### src/rtl/periph_sram_pkg.sv
// Shared types and constants for the peripheral-bus SRAM controller.
// The bus-to-macro bitmask helper also lives here.
package periph_sram_pkg;

  localparam int SRAM_DEPTH = 1024;
  localparam int SRAM_AW    = 10;
  localparam int WORD_W     = 32;
  localparam int BANK_LSB   = 12;
  localparam int BANK_W     = 3;
  localparam int ADDR_W     = 24;
  localparam int BE_W       = WORD_W / 8;

  localparam logic [WORD_W-1:0] ERR_DATA_DEFAULT = 32'hBADC_0DE5;

  typedef enum logic {
    CLEAR = 1'b0,
    READY = 1'b1
  } state_e;

  // Everything the controller drives onto the shared macro bus, minus the per-bank enables.
  typedef struct packed {
    logic [SRAM_AW-1:0] addr;
    logic [WORD_W-1:0]  bm;
    logic [WORD_W-1:0]  din;
    logic               wen;
    logic               ren;
  } sram_bus_t;

  // Request attributes captured at accept and carried to the response.
  typedef struct packed {
    logic              valid;
    logic              err;
    logic              we;
    logic [BANK_W-1:0] bank;
  } rsp_t;

  function automatic logic [WORD_W-1:0] be_to_bm(input logic [BE_W-1:0] be);
    logic [WORD_W-1:0] bm;
    bm = '0;
    for (int i = 0; i < BE_W; i++) begin
      bm[8*i +: 8] = {8{be[i]}};
    end
    return bm;
  endfunction

endpackage

### src/rtl/periph_sram_clear_seq.sv
// Clear engine: walks the word address 0..SRAM_DEPTH-1, one word per cycle,
// and flags the last word so the controller can return to READY.
module periph_sram_clear_seq
  import periph_sram_pkg::*;
#(
  parameter bit BUSY_ON_RESET = 1'b1
) (
  input  logic               clk,
  input  logic               rst_n,
  input  logic               start,
  output logic [SRAM_AW-1:0] cnt,
  output logic               busy,
  output logic               done
);

  logic [SRAM_AW-1:0] cnt_q, cnt_d;
  logic               busy_q, busy_d;

  // NOTE: every variable gets a default at the top of a combinational block,
  // so no branch can leave it unassigned and infer a latch.
  always_comb begin
    cnt_d  = cnt_q;
    busy_d = busy_q;
    if (busy_q) begin
      cnt_d = cnt_q + SRAM_AW'(1);
      if (cnt_q == '1) begin
        busy_d = 1'b0;
      end
    end else if (start) begin
      busy_d = 1'b1;
      cnt_d  = '0;
    end
  end

  // NOTE: clocked state uses non-blocking (<=) so every flop samples pre-edge values.
  always_ff @(posedge clk or negedge rst_n) begin
    if (!rst_n) begin
      cnt_q  <= '0;
      busy_q <= BUSY_ON_RESET;
    end else begin
      cnt_q  <= cnt_d;
      busy_q <= busy_d;
    end
  end

  assign cnt  = cnt_q;
  assign busy = busy_q;
  assign done = busy_q && (cnt_q == '1);

endmodule

### src/rtl/periph_sram_ctrl.sv
// Peripheral-bus (REQ/GNT/RVALID) controller for a row of 1024x32 SRAM macros,
// with address decode, error responses and a zero-fill clear engine.
module periph_sram_ctrl
  import periph_sram_pkg::*;
#(
  parameter int                NUM_BANKS      = 7,
  parameter bit                OUT_REG        = 1'b0,
  parameter bit                CLEAR_ON_RESET = 1'b1,
  parameter logic [WORD_W-1:0] ERR_DATA       = ERR_DATA_DEFAULT
) (
  input  logic                        clk,
  input  logic                        rst_n,
  input  logic                        req,
  input  logic                        we,
  input  logic [BE_W-1:0]             be,
  input  logic [ADDR_W-1:0]           addr,
  input  logic [WORD_W-1:0]           wdata,
  output logic                        gnt,
  output logic                        rvalid,
  output logic [WORD_W-1:0]           rdata,
  output logic                        err,
  input  logic                        clear_start,
  output logic                        clear_busy,
  output logic [SRAM_AW-1:0]          sram_addr,
  output logic [WORD_W-1:0]           sram_bm,
  output logic [WORD_W-1:0]           sram_din,
  output logic                        sram_wen,
  output logic                        sram_ren,
  output logic [NUM_BANKS-1:0]        sram_men,
  input  logic [NUM_BANKS*WORD_W-1:0] sram_dout
);

  state_e state_q, state_d;

  logic [SRAM_AW-1:0] clr_cnt;
  logic               clr_busy;
  logic               clr_done;
  logic               clr_start;

  logic               accept;
  logic               mapped;
  logic [SRAM_AW-1:0] req_word;
  logic [BANK_W-1:0]  req_bank;
  logic               unused_addr_lsbs;

  sram_bus_t          bus_q, bus_d;
  logic [NUM_BANKS-1:0] men_c;

  rsp_t               rsp_q, rsp_d;
  logic [WORD_W-1:0]  rd_bank;
  logic               out_valid_d;
  logic [WORD_W-1:0]  out_data_d;
  logic               out_err_d;

  // ---------------------------------------------------------------- decode
  assign req_word = addr[BANK_LSB-1:2];
  assign req_bank = addr[BANK_LSB +: BANK_W];
  assign mapped   = (addr[ADDR_W-1:BANK_LSB+BANK_W] == '0) && (int'(req_bank) < NUM_BANKS);
  assign unused_addr_lsbs = ^addr[1:0];

  // ---------------------------------------------------------------- clear engine
  assign clr_start = (state_q == READY) && clear_start;

  periph_sram_clear_seq #(
    .BUSY_ON_RESET(CLEAR_ON_RESET)
  ) u_clear_seq (
    .clk  (clk),
    .rst_n(rst_n),
    .start(clr_start),
    .cnt  (clr_cnt),
    .busy (clr_busy),
    .done (clr_done)
  );

  // ---------------------------------------------------------------- FSM
  always_ff @(posedge clk or negedge rst_n) begin
    if (!rst_n) begin
      state_q <= CLEAR_ON_RESET ? CLEAR : READY;
    end else begin
      state_q <= state_d;
    end
  end

  always_comb begin
    state_d = state_q;
    case (state_q)
      READY:   if (clear_start) state_d = CLEAR;
      CLEAR:   if (clr_done)    state_d = READY;
      default: state_d = state_q;
    endcase
  end

  // Macro bus is combinational from the accepted request; idle cycles replay
  // the last driven values so the shared bus does not toggle needlessly.
  always_comb begin
    gnt        = (state_q == READY);
    clear_busy = (state_q == CLEAR);
    accept     = req && gnt;
    bus_d      = bus_q;
    men_c      = '0;
    if (state_q == CLEAR) begin
      bus_d = '{addr: clr_cnt, bm: '1, din: '0, wen: 1'b1, ren: 1'b0};
      men_c = '1;
    end else if (accept) begin
      bus_d = '{addr: req_word, bm: be_to_bm(be), din: wdata, wen: we, ren: !we};
      for (int i = 0; i < NUM_BANKS; i++) begin
        men_c[i] = mapped && (req_bank == BANK_W'(i));
      end
    end
  end

  always_ff @(posedge clk or negedge rst_n) begin
    if (!rst_n) begin
      bus_q <= '0;
    end else begin
      bus_q <= bus_d;
    end
  end

  // NOTE: macro contents have no reset; the clear engine zero-fills them instead,
  // and the enables are held low while rst_n is asserted so the macros stay idle.
  assign sram_men  = rst_n ? men_c : '0;
  assign sram_addr = bus_d.addr;
  assign sram_bm   = bus_d.bm;
  assign sram_din  = bus_d.din;
  assign sram_wen  = bus_d.wen;
  assign sram_ren  = bus_d.ren;

  // ---------------------------------------------------------------- response
  always_comb begin
    rsp_d = '{valid: accept, err: accept && !mapped, we: we, bank: req_bank};
  end

  always_ff @(posedge clk or negedge rst_n) begin
    if (!rst_n) begin
      rsp_q <= '0;
    end else begin
      rsp_q <= rsp_d;
    end
  end

  always_comb begin
    rd_bank = '0;
    for (int i = 0; i < NUM_BANKS; i++) begin
      if (rsp_q.bank == BANK_W'(i)) begin
        rd_bank = sram_dout[i*WORD_W +: WORD_W];
      end
    end
    out_valid_d = rsp_q.valid;
    out_data_d  = '0;
    out_err_d   = 1'b0;
    if (rsp_q.valid) begin
      if (rsp_q.err) begin
        out_data_d = ERR_DATA;
        out_err_d  = 1'b1;
      end else if (!rsp_q.we) begin
        out_data_d = rd_bank;
      end
    end
  end

  // The optional output stage must capture macro DOUT in the response cycle,
  // before a following back-to-back read overwrites it.
  if (OUT_REG) begin : g_out_reg
    logic              out_valid_q;
    logic [WORD_W-1:0] out_data_q;
    logic              out_err_q;

    always_ff @(posedge clk or negedge rst_n) begin
      if (!rst_n) begin
        out_valid_q <= 1'b0;
        out_data_q  <= '0;
        out_err_q   <= 1'b0;
      end else begin
        out_valid_q <= out_valid_d;
        out_data_q  <= out_data_d;
        out_err_q   <= out_err_d;
      end
    end

    assign rvalid = out_valid_q;
    assign rdata  = out_data_q;
    assign err    = out_err_q;
  end else begin : g_out_comb
    assign rvalid = out_valid_d;
    assign rdata  = out_data_d;
    assign err    = out_err_d;
  end

endmodule

### config.mk
export PLATFORM = sky130hd
export DESIGN_NAME = periph_sram_ctrl
export DESIGN_NICKNAME = d
export VERILOG_FILES = /design/src/rtl/periph_sram_pkg.sv /design/src/rtl/periph_sram_clear_seq.sv /design/src/rtl/periph_sram_ctrl.sv
export SDC_FILE = /design/constraint.sdc
export NUM_CORES = 1
export LEC_CHECK = 0
export ABC_AREA = 1
export BUFFER_PORTS_ARGS = -buffer_cell sky130_fd_sc_hd__buf_2
export CORE_AREA = 3 3 155 157
export CTS_BUF_LIST = sky130_fd_sc_hd__clkbuf_8 sky130_fd_sc_hd__clkbuf_16
export DETAILED_ROUTE_END_ITERATION = 12
export DIE_AREA = 0 0 158 160
export GPL_TIMING_DRIVEN = 0
export PLACE_DENSITY = 0.56
export SLEW_MARGIN = 15
export SYNTH_ARGS = -nofsm -noshare
export SYNTH_HDL_FRONTEND = slang
export SYNTH_HIERARCHICAL = 1
export SYNTH_SLANG_ARGS = --single-unit
export TNS_END_PERCENT = 1
### constraint.sdc
create_clock -name clk -period 2.1 [get_ports clk]
set_input_delay 0.315 -clock clk [delete_from_list [all_inputs] [get_ports clk]]
set_output_delay 0.315 -clock clk [all_outputs]
set_load 0.1 [all_outputs]
==> results of run 1 <==
[path summary, 6_finish.rpt]
check / from / slack [ns] / end / depth (start not counted)
setup reg to reg: gnt / 0.69 / bus_q[60] / 3
setup / recovery: rsp_q[1] / -0.24 / rdata[21] / 11
max in group asynchronous: rst_n / 1.24 / u_clear_seq/busy / 3
min in group asynchronous: rst_n / 0.54 / bus_q[29] / 3
hold reg to reg: bus_q[1] / 0.48 / bus_q[1] / 2
hold / removal: addr[13] / 0.13 / rsp_q[1] / 1
[report_power, final]
group	total, mW	switching, mW	internal [mW]
Clock	1.71	0.741	0.965
Combinational	3.06	2.19	0.878
Sequential	2.19	0.161	2.03
[repair_timing]
| action | in CTS | in global routing |
|---|---|---|
| endpoints found under the setup margin | 116 | 93 |
| cloned | 0 | 0 |
| setup buffers | 4 | 0 |
| hold buffers | 2 | 0 |
| resized for setup | 359 | 66 |
| hold endpoints to repair | 43 | 0 |
| pin swaps | 3 | 4 |
[final cells by class]
| cell class | count | area [um2] |
|---|---|---|
| Inverter | 115 | 438 |
| Antenna cell | 10 | 25.0 |
| Clock inverter | 6 | 70.1 |
| Buffer | 63 | 472 |
| Tap cell | 285 | 357 |
| Timing Repair Buffer | 412 | 3130 |
| Fill cell | 2351 | 11900 |
| Sequential cell | 94 | 2360 |
| Clock buffer | 10 | 239 |
| Multi-Input combinational cell | 732 | 3670 |
[routing by layer]
layer / up-vias / part of all wire (%)
met2: 337 / 51
met3: 61 / 7.8
met1: 3845 / 38
met5: - / 0.043
li1: 4044 / -
met4: 2 / 3.2
[layout by cell type, fill, tap and decap left out, drive strengths merged, types with 2 or more instances in the layout]
cell type	n
clkinv	2
a21oi	16
dfrtp	93
inv	116
nand4	83
o21ai	59
or2	9
nor3	3
nand2	289
nand3	64
diode	10
clkbuf	43
buf	441
clkinvlp	2
nor2	203
[flip-flops by register name, summed over array words and instances, names as in the netlist]
register and cells:
rsp_q 5, rvalid 1, bus_q 76, gnt 1
u_clear_seq/busy 1, u_clear_seq/cnt 10
[metrics by stage]
| stage | power, mW | area, um2 | utilization [%] |
|---|---|---|---|
| final | 6.96 | 10800 | 47.5 |
| after global routing | 7.30 | 10800 | 47.5 |
| after CTS | 6.96 | 10500 | 46.4 |
| after detailed placement | 4.97 | 9050 | 40.0 |
| after global placement | 4.95 | 9010 | 39.8 |
| after floorplan | 4.20 | 6630 | - |
[logic make-up (layout without fill, tap and decap cells)]
family | Yosys count | in the layout | synth area share (%)
other | 0 | 10 | 0
and+or+nand+nor | 652 | 652 | 44.7
DFF | 94 | 94 | 37.4
adders and majority gates | 1 | 1 | 0.199
AOI/OAI and AO/OA | 79 | 79 | 6.44
buffers and inverters | 180 | 606 | 11.2
==> key figures, run 1 <==
Die
  • Number of cell rows: 55
  • Die Ht: 160 um
  • Die area: 25300 um2
  • # IOs: 408
  • Die X-Extent: 158 um
  • Initial core utilization: 27.8%
  • CORE AREA: 22600 um2

Clock network
  • CTS tree: done
  • Clock slew at reported path FFs: 0.07 ns
  • Num CTS Buffers: 9
  • Clock buffer depth: 2
  • Clock Tree Root: clkbuf_16
  • H-tree levels: 3
  • Clock Sinks: 94
  • Clock latency at the later pin of the worst-skew pair: 0.34 ns

Route
  • DR iter-0 viols: 488
  • Drt total wl: 30600 um
  • Initial DRT Pass Iterations: 5
  • Routed WL per cell: 17.7 um
  • DRC Markers: 0
  • Final ANT Viol Nets: 0
  • Routed vias: 8289
  • Via-to-Cell Ratio: 4.80

Placement
  • GP Congestion: 0.942
  • Hpwl dp: 24300 um
  • Post-place setup slack: -0.672 ns
  • IO buf count: 405
  • Placed cells: 1697

Timing
  • Clock Skew: 0.0137 ns
  • Final Max Slew Viols: 0
  • Worst Tran Pin Value: 0.615 ns
  • Fin worst setup slack: -0.244 ns
  • Period minus WS final: 2.34 ns
  • Final hold viol count: 0
  • RSZ-0062 raised after global routing: true
  • Final Setup Violations: 62
  • Hold Slack: 0.129 ns
  • Setup TNS: -6.10 ns
  • Max_slew headroom: 58.8%
  • Final worst-path cycle share: 112%
  • Achievable frequency: 427 MHz

Synthesis
  • Post-synth cell types: 29
  • Top_reg_cell synth: dfrtp_1
  • Post-synth net total: 1296
  • Post-Syn Area: 6290 um2
  • Yosys top cell area share: 37.0%
  • Count leader, synth: nand2_1
  • Yosys warning count: 6
  • Mapped Avg Cell Area: 6.26 um2
  • Post-synth EDFFs: 0
  • Seq/Total Area, Yosys: 37.4%
  • Async SR Flop Fraction: 100%
  • Top post-synthesis cells by count: nand2_1 (287), nor2_1 (198), inv_1 (113)
  • Yosys reg bits: 94
  • Post-Synthesis Cells: 1006
  • Synth area leader: dfrtp_1
  • Largest cells by area after synthesis: dfrtp_1 (37%), nand2_1 (17%), nor2_1 (12%), nand4_1 (8.2%), inv_1 (6.7%)

Critical path
  • Critical Path AT: 2.03 ns
  • Crit path buffers/inverters: 5
  • CP Max Fanout: 10
  • Worst path top cell family by delay: buffers and inverters
  • Slowest library cell on the worst path: dfrtp_2
  • CP required: 1.78 ns
  • CP max stage delay: 0.46 ns
  • Critical Path Sink Type: primary output
  • Critical path launch point type: register
  • CP cell instances: inv_4, nor2_4, nand2_4, buf_6, buf_8, nor2_1, nor2_1, nand4_1, nand2_2, inv_2, buf_12
  • Critical path class: register to primary output
  • Critical Path Most Common Cell: nor2_1

Global route
  • Met2 Usage GRT: 40.3%
  • GRT Util Overall: 23.0%
  • GRT Max-Usage Layer: met2
  • Largest net degree at the start of global routing: 52
  • Initial antenna violation count: 11
  • M3 GR Usage: 4.88%
  • Total congestion overflow: 0
  • First-pass GRT wire length: 45400 um
  • GR met1 Demand/Resource: 26.9%
  • Vias in the first global route: 8234

Finish
  • Layout area overhead: 71.0%
  • Share of layout cells above drive strength 1: 43.0%
  • Non-Filler Instances: 1727
  • Final #Nets: 1717

Power
  • Max VDD drop: 0.597 mV
  • P_leak: 5.79 nW
  • Pwr per Cell Area: 647 nW/um2

Worst hold path
  • Hold Path Class: input pin to register

Outcome
  • Status: complete, but fails checks
  • Failing checks: negative setup slack

Flow run
  • Max-Cap Viols: 0
Note: power is estimated with default switching activity, not from simulation.
==> inputs of run 2 (changes only) <==
Settings changed: CORE_AREA 3 3 155 157 to 3 3 157 159, DIE_AREA 0 0 158 160 to 0 0 160 162, PLACE_DENSITY 0.56 to 0.55, SYNTH_HIERARCHICAL 1 to default.
==> run 2 against run 1 <==
  * The flow still finishes with violations (negative setup slack)
  * Hold slack worse by 0.086 ns
  * Count of clock-buffer cells in the layout unchanged
  * Sequential power down 17%
  * Register-to-register slack got worse by 0.14 ns
  * Clock skew shrank 0.0069 ns
  * Core utilization is 1.4 points lower
  * Die area grew 2.5%
  * Routed wire length fell by 1.7%
  * Sequential share of layout area decreased by 0.091 points
  * Sequential cell count unchanged
  * Power is 36% lower
  * Largest cell class unchanged
  * Largest power group is now registers
==> key figures, run 2 <==
Route
  • DRC Markers: 0 (unchanged)
  • Routed vias: 8382 (+1.1%)
  • Initial DRT Pass Iterations: 5 (unchanged)
  • Via-to-Cell Ratio: 4.74 (-1.2%)
  • Routed WL per cell: 17.0 um (-4.0%)
  • Final ANT Viol Nets: 0 (unchanged)
  • DR iter-0 viols: 571 (+17%)
  • Drt total wl: 30100 um (-1.7%)

Power
  • Power Total: 4.47 mW (-36%)
  • P_leak: 5.56 nW (-4.0%)
  • Pwr per Cell Area: 414 nW/um2 (-36%)
  • Max VDD drop: 0.471 mV (-21%)

Critical path
  • Critical Path Sink Type: primary output
  • CP cell instances: buf_4, nor2_4, buf_4, nand3_1, nand3_1, nand2_1, nand4_1, nand2_2, clkinvlp_4, buf_6
  • Worst path top cell family by delay: buffers and inverters
  • Reg2Reg Depth: 7 (+4)
  • CP max stage delay: 0.47 ns (about the same)
  • Slowest library cell on the worst path: dfrtp_2
  • Critical path launch point type: register
  • Critical Path AT: 2.08 ns (+0.05 ns)
  • CP Max Fanout: 10 (unchanged)
  • Crit path buffers/inverters: 4 (-1)
  • Critical path class: register to primary output
  • Crit. path cell count: 10 (-1)
  • CP required: 1.78 ns (about the same)

Synthesis
  • Synth area leader: dfrtp_1
  • Yosys top cell area share: 37.2% (+0.27 points)
  • Seq/Total Area, Yosys: 37.7% (+0.28 points)
  • Mapped Avg Cell Area: 6.24 um2 (-0.24%)
  • Yosys reg bits: 94 (unchanged)
  • Post-synth EDFFs: 0 (unchanged)
  • Top post-synthesis cells by count: nand2_1 (275), nor2_1 (194), inv_1 (111)
  • Top_reg_cell synth: dfrtp_1
  • Yosys warning count: 0 (-6)
  • Post-Synthesis Cells: 1001 (-0.50%)
  • Post-Syn Area: 6250 um2 (-0.74%)
  • Count leader, synth: nand2_1
  • Largest cells by area after synthesis: dfrtp_1 (37%), nand2_1 (17%), nor2_1 (12%), nand4_1 (8.3%), inv_1 (6.7%)
  • Async SR Flop Fraction: 100% (unchanged)
  • Post-synth net total: 1291 (-0.39%)
  • Post-synth cell types: 24 (-17%)

Placement
  • Post-place setup slack: -0.669 ns (+0.00346 ns)
  • Hpwl dp: 23900 um (-1.7%)
  • Placed Instance Area: 9090 um2 (+0.53%)
  • IO buf count: 405 (unchanged)
  • GP Congestion: 0.934 (-0.88%)

Die
  • Die area: 25900 um2 (+2.5%)
  • # IOs: 408 (unchanged)
  • Die Ht: 162 um (+1.3%)
  • Number of cell rows: 56 (+1.8%)
  • Die X-Extent: 160 um (+1.3%)
  • Initial core utilization: 26.7% (-1.1 points)
  • CORE AREA: 23400 um2 (+3.4%)

Clock network
  • Num CTS Buffers: 9 (unchanged)
  • CTS tree: done
  • Clock latency at the later pin of the worst-skew pair: 0.34 ns (about the same)
  • Clock Tree Root: clkbuf_16
  • H-tree levels: 3 (unchanged)
  • Clock Sinks: 94 (unchanged)
  • Clock buffer depth: 2 (unchanged)
  • Clock slew at reported path FFs: 0.07 ns (about the same)

Finish
  • Share of layout cells above drive strength 1: 43.5% (+0.46 points)
  • Commonest non-fill, non-tap cell in the layout: buf_2
  • Max reg flops: 76 (unchanged)
  • Layout area overhead: 72.9%
  • Post-route cell area: 10800 um2 (+0.42%)
  • Highest-count cells in the layout ignoring fill and taps: buf_2 (295), nand2_1 (223), nor2_1 (157)
  • Final #Nets: 1718 (+0.058%)
  • Biggest register: bus_q
  • FILL cells: 2490 (+5.9%)

Timing
  • Final worst-path cycle share: 114% (+2.5 points)
  • Final hold viol count: 0 (unchanged)
  • Fin worst setup slack: -0.297 ns (-0.0530 ns)
  • RSZ-0062 raised after global routing: true
  • Final Max Slew Viols: 0 (unchanged)
  • Max_slew headroom: 60.3% (+1.5 points)
  • Achievable frequency: 417 MHz (-2.2%)
  • Period minus WS final: 2.40 ns (+0.0530 ns)
  • Clock Skew: 0.00673 ns (-0.00694 ns)
  • Worst Tran Pin Value: 0.592 ns (-0.0230 ns)
  • Final Setup Violations: 36 (-42%)
  • Setup TNS: -7.08 ns (-0.980 ns)
  • Hold Slack: 0.0431 ns (-0.0864 ns)

Flow run
  • Max-Cap Viols: 0 (unchanged)

Outcome
  • Failing checks: negative setup slack
  • Status: complete, but fails checks

Global route
  • First-pass GRT wire length: 45500 um (about the same)
  • Largest net degree at the start of global routing: 36 (-31%)
  • Initial antenna violation count: 16 (+5)
  • Total congestion overflow: 0 (unchanged)
  • Vias in the first global route: 8372 (+1.7%)
  • GRT Util Overall: 22.0% (-0.96 points)

Worst hold path
  • Hold Path Class: input pin to asynchronous set/reset pin
run 2: power by group:
part	leakage, nW	internal [mW]	switching, mW
registers	1.07	1.81	0.00555
clock network	0.146	0.963	0.732
logic	4.34	0.415	0.545
total	5.56	3.19	1.28
run 2: per-layer routing:
metal / global-route usage, % / wire (um) / vias to the layer above
li1: - / - / 4057
met1: 24.9 / 11300 / 3905
met2: 39.7 / 15200 / 348
met3: 5.25 / 2260 / 68
met4: 9.74 / 1210 / 4
met5: 0 / 27 / -
run 2: cell type report:
type,count,area (um2),area share [%]
antenna,16,40.0,0.370
clock buffer,10,239,2.21
sequential,94,2360,21.8
clock inverter,6,67.6,0.625
timing repair buffer,416,3060,28.3
inverter,115,494,4.57
tap,319,399,3.69
buffer,65,534,4.94
multi-input combinational,727,3610,33.4
run 2: worst min-delay path: cells and delay by family:
family                 cells  cell delay [ns]
buffers and inverters      3             0.41
run 2: kinds of logic after synthesis:
family,after synthesis,synth area share (%)
simple gates,642,44.1
compound gates,84,6.89
fa+ha+maj,1,0.200
flops,94,37.7
buf+inv,180,11.2
run 2: stage by stage:
step,std cells,utilization (%)
final,1768,46.2
after global routing,1766,46.2
after CTS,1752,44.9
after detailed placement,1726,38.9
after global placement,1725,38.7
after floorplan,1001,-
run 2: repair_timing:
item / in CTS / in global routing
setup buffers: 5 / 0
gates cloned: 0 / 0
hold buffers: 5 / 0
endpoints found under the setup margin: 116 / 99
pin swaps: 5 / 7
endpoints found under the hold margin: 26 / 0
gates resized for setup: 323 / 91
run 2: worst paths after layout:
kind,slack [ns],end,startpoint
max in group asynchronous,1.35,bus_q[15],rst_n
hold / removal,0.04,u_clear_seq.cnt[8],rst_n
setup reg to reg,0.55,gnt,u_clear_seq.cnt[0]
min in group clk,0.13,rsp_q[0],addr[12]
setup / recovery,-0.30,rdata[30],rsp_q[1]
hold reg to reg,0.48,bus_q[1],bus_q[1]
==> inputs of run 3 (changes only) <==
--- a/constraint.sdc
+++ b/constraint.sdc
@@ -3,2 +3,2 @@
 set_output_delay 0.315 -clock clk [all_outputs]
-set_load 0.1 [all_outputs]
+set_load 0.05 [all_outputs]
==> run 3 against run 2 <==
  * Final cell count down 0.28%
  * Maximum frequency rose by 3.6%
  * Clock skew rose by 0.0018 ns
  * Core utilization down 3.9 points
  * Register-to-register slack better by 0.03 ns
  * Critical path depth rose by 1
  * Sequential power hardly changed
  * First-iteration DRC count shrank 8.2%
  * The run still ends with negative setup slack left
  * Largest power group unchanged
  * Design area is 8.5% lower
==> key figures, run 3 (synthesis results as in run 2) <==
Outcome
  • Status: complete, but fails checks
  • Failing checks: negative setup slack

Route
  • Routed vias: 8227 (-1.8%)
  • Final ANT Viol Nets: 0 (unchanged)
  • Drt total wl: 29700 um (-1.0%)
  • Initial DRT Pass Iterations: 5 (unchanged)
  • DR iter-0 viols: 524 (-8.2%)
  • Via-to-Cell Ratio: 4.67 (-1.6%)
  • DRC Markers: 0 (unchanged)
  • Routed WL per cell: 16.9 um (-0.74%)

Timing
  • RSZ-0062 raised after global routing: true
  • Final worst-path cycle share: 110% (-3.9 points)
  • Final Setup Violations: 36 (unchanged)
  • Max_slew headroom: 60.3% (-0.065 points)
  • Final hold viol count: 0 (unchanged)
  • Worst Tran Pin Value: 0.593 ns (+0.000969 ns)
  • Period minus WS final: 2.31 ns (-0.0824 ns)
  • Achievable frequency: 432 MHz (+3.6%)
  • Fin worst setup slack: -0.215 ns (+0.0824 ns)
  • Clock Skew: 0.00854 ns (+0.00180 ns)
  • Final Max Slew Viols: 0 (unchanged)

Finish
  • Reg area: 2350 um2 (-0.26%)
  • Post-route cell area: 9890 um2 (-8.5%)
  • Final #Nets: 1721 (+0.17%)
  • Biggest register: bus_q
  • Layout area overhead: 58.3%
  • Multi-input logic area: 3400 um2 (-5.9%)
  • Share of layout cells above drive strength 1: 38.0% (-5.5 points)
  • Core Util, Final: 42.3% (-3.9 points)
  • Highest-count cells in the layout ignoring fill and taps: buf_2 (363), nand2_1 (268), nor2_1 (175)
  • Max reg flops: 76 (unchanged)
  • Commonest non-fill, non-tap cell in the layout: buf_2
  • FILL cells: 2634 (+5.8%)

Global route
  • Total congestion overflow: 0 (unchanged)
  • Largest net degree at the start of global routing: 72 (+100%)
  • Vias in the first global route: 7998 (-4.5%)
  • First-pass GRT wire length: 44100 um (-3.0%)
  • GRT Util Overall: 21.4% (-0.60 points)
  • Initial antenna violation count: 11 (-5)

Die
  • Die Ht: 162 um (unchanged)
  • Initial core utilization: 26.7% (unchanged)
  • # IOs: 408 (unchanged)
  • Number of cell rows: 56 (unchanged)
  • Die X-Extent: 160 um (unchanged)
  • Die area: 25900 um2 (unchanged)
  • CORE AREA: 23400 um2 (unchanged)

Clock network
  • Num CTS Buffers: 9 (unchanged)
  • Clock buffer depth: 2 (unchanged)
  • H-tree levels: 3 (unchanged)
  • Clock Sinks: 94 (unchanged)
  • Clock Tree Root: clkbuf_16
  • Clock latency at the later pin of the worst-skew pair: 0.35 ns (about the same)
  • Clock slew at reported path FFs: 0.07 ns (about the same)
  • CTS tree: done

Power
  • P_leak: 5.47 nW (-1.7%)
  • Max VDD drop: 0.324 mV (-31%)
  • Pwr per Cell Area: 438 nW/um2 (+5.7%)

Critical path
  • Critical Path Most Common Cell: buf_6
  • Critical Path AT: 2.00 ns (-0.08 ns)
  • CP max stage delay: 0.38 ns (-0.09 ns)
  • CP Max Fanout: 10 (unchanged)
  • Crit path buffers/inverters: 4 (unchanged)
  • Worst R2R Start: u_clear_seq.busy
  • Critical path class: register to primary output
  • CP required: 1.78 ns (about the same)
  • Crit Reg-Reg Endpoint: u_clear_seq.cnt[9]
  • R2r setup slk: 0.58 ns (+0.03 ns)
  • CP cell instances: buf_6, nor2_4, nand2_4, buf_6, buf_4, nor2_2, nor2_1, nand4_1, nand2_1, nand2_1, buf_6
  • Slowest library cell on the worst path: dfrtp_1
  • Worst path top cell family by delay: simple AND/OR/NAND/NOR gates
  • Reg2Reg Depth: 4 (-3)
  • Critical path launch point type: register
  • Critical Path Sink Type: primary output

Worst hold path
  • Hold Path Class: input pin to asynchronous set/reset pin

Flow run
  • Max-Cap Viols: 0 (unchanged)

Placement
  • Hpwl dp: 23600 um (-1.1%)
  • IO buf count: 405 (unchanged)
  • GP Congestion: 0.889 (-4.8%)
  • Post-place setup slack: -0.364 ns (+0.305 ns)
  • Placed Instance Area: 8760 um2 (-3.7%)
run 3: repair_timing:
action                                  4_1_cts  5_1_grt
endpoints found under the setup margin      112       99
hold endpoints to repair                     24        7
pin swaps                                    11        9
buffers inserted                              4        0
cloned                                        2        2
hold buffers                                  3        3
gates resized for setup                     176       64
run 3: area by class of cell:
class,count,share of cell area (%)
well taps,319,4.03
diodes,8,0.202
flip-flops and latches,94,23.8
multi-input cells,728,34.4
inverters,115,4.44
clock buffers,9,2.28
plain buffers,64,4.87
clock inverters,7,0.658
repair buffers,419,25.3
run 3: worst max path at each step:
stage               startpoint     endpoint  slack [ns]  cells past startpoint
floorplan                  gnt  sram_men[4]       -0.23                      7
global placement         rst_n  sram_men[4]       -1.36                      4
CTS                   rsp_q[1]    rdata[30]       -0.20                      9
global route          rsp_q[0]    rdata[30]       -0.31                     10
finish                rsp_q[0]    rdata[10]       -0.21                     11
detailed placement    rsp_q[2]     rdata[5]       -0.36                      8
run 3: power by group:
group / internal, mW / total [mW] / switching [mW]
clock: 0.831 / 1.61 / 0.777
sequential: 1.81 / 1.82 / 0.00411
combinational: 0.405 / 0.906 / 0.501
run 3: through the flow:
step | total power, mW | hold WS, ns | setup TNS (ns) | std cells
after global placement | 2.64 | 0.455 | -56.43 | 1725
after CTS | 4.35 | -0.0257 | -5.20 | 1750
after global routing | 4.57 | 0.0406 | -9.27 | 1763
final | 4.33 | 0.0435 | -4.99 | 1763
after floorplan | 2.20 | 0.0194 | -5.37 | 1001
after detailed placement | 2.64 | 0.198 | -15.87 | 1726
run 3: layer usage:
metal	wire, um	GRT usage, %
met1	11400	24.3
met2	15200	38.7
met3	2110	5.02
met4	1030	9.03
met5	21	0
run 3: worst register-to-register path: stages, from the launching register on:
cell and delay [ns]:
dfstp_2 0.52, buf_2 0.21, clkinv_1 0.27, nor4_1 0.34
nor2_1 0.07
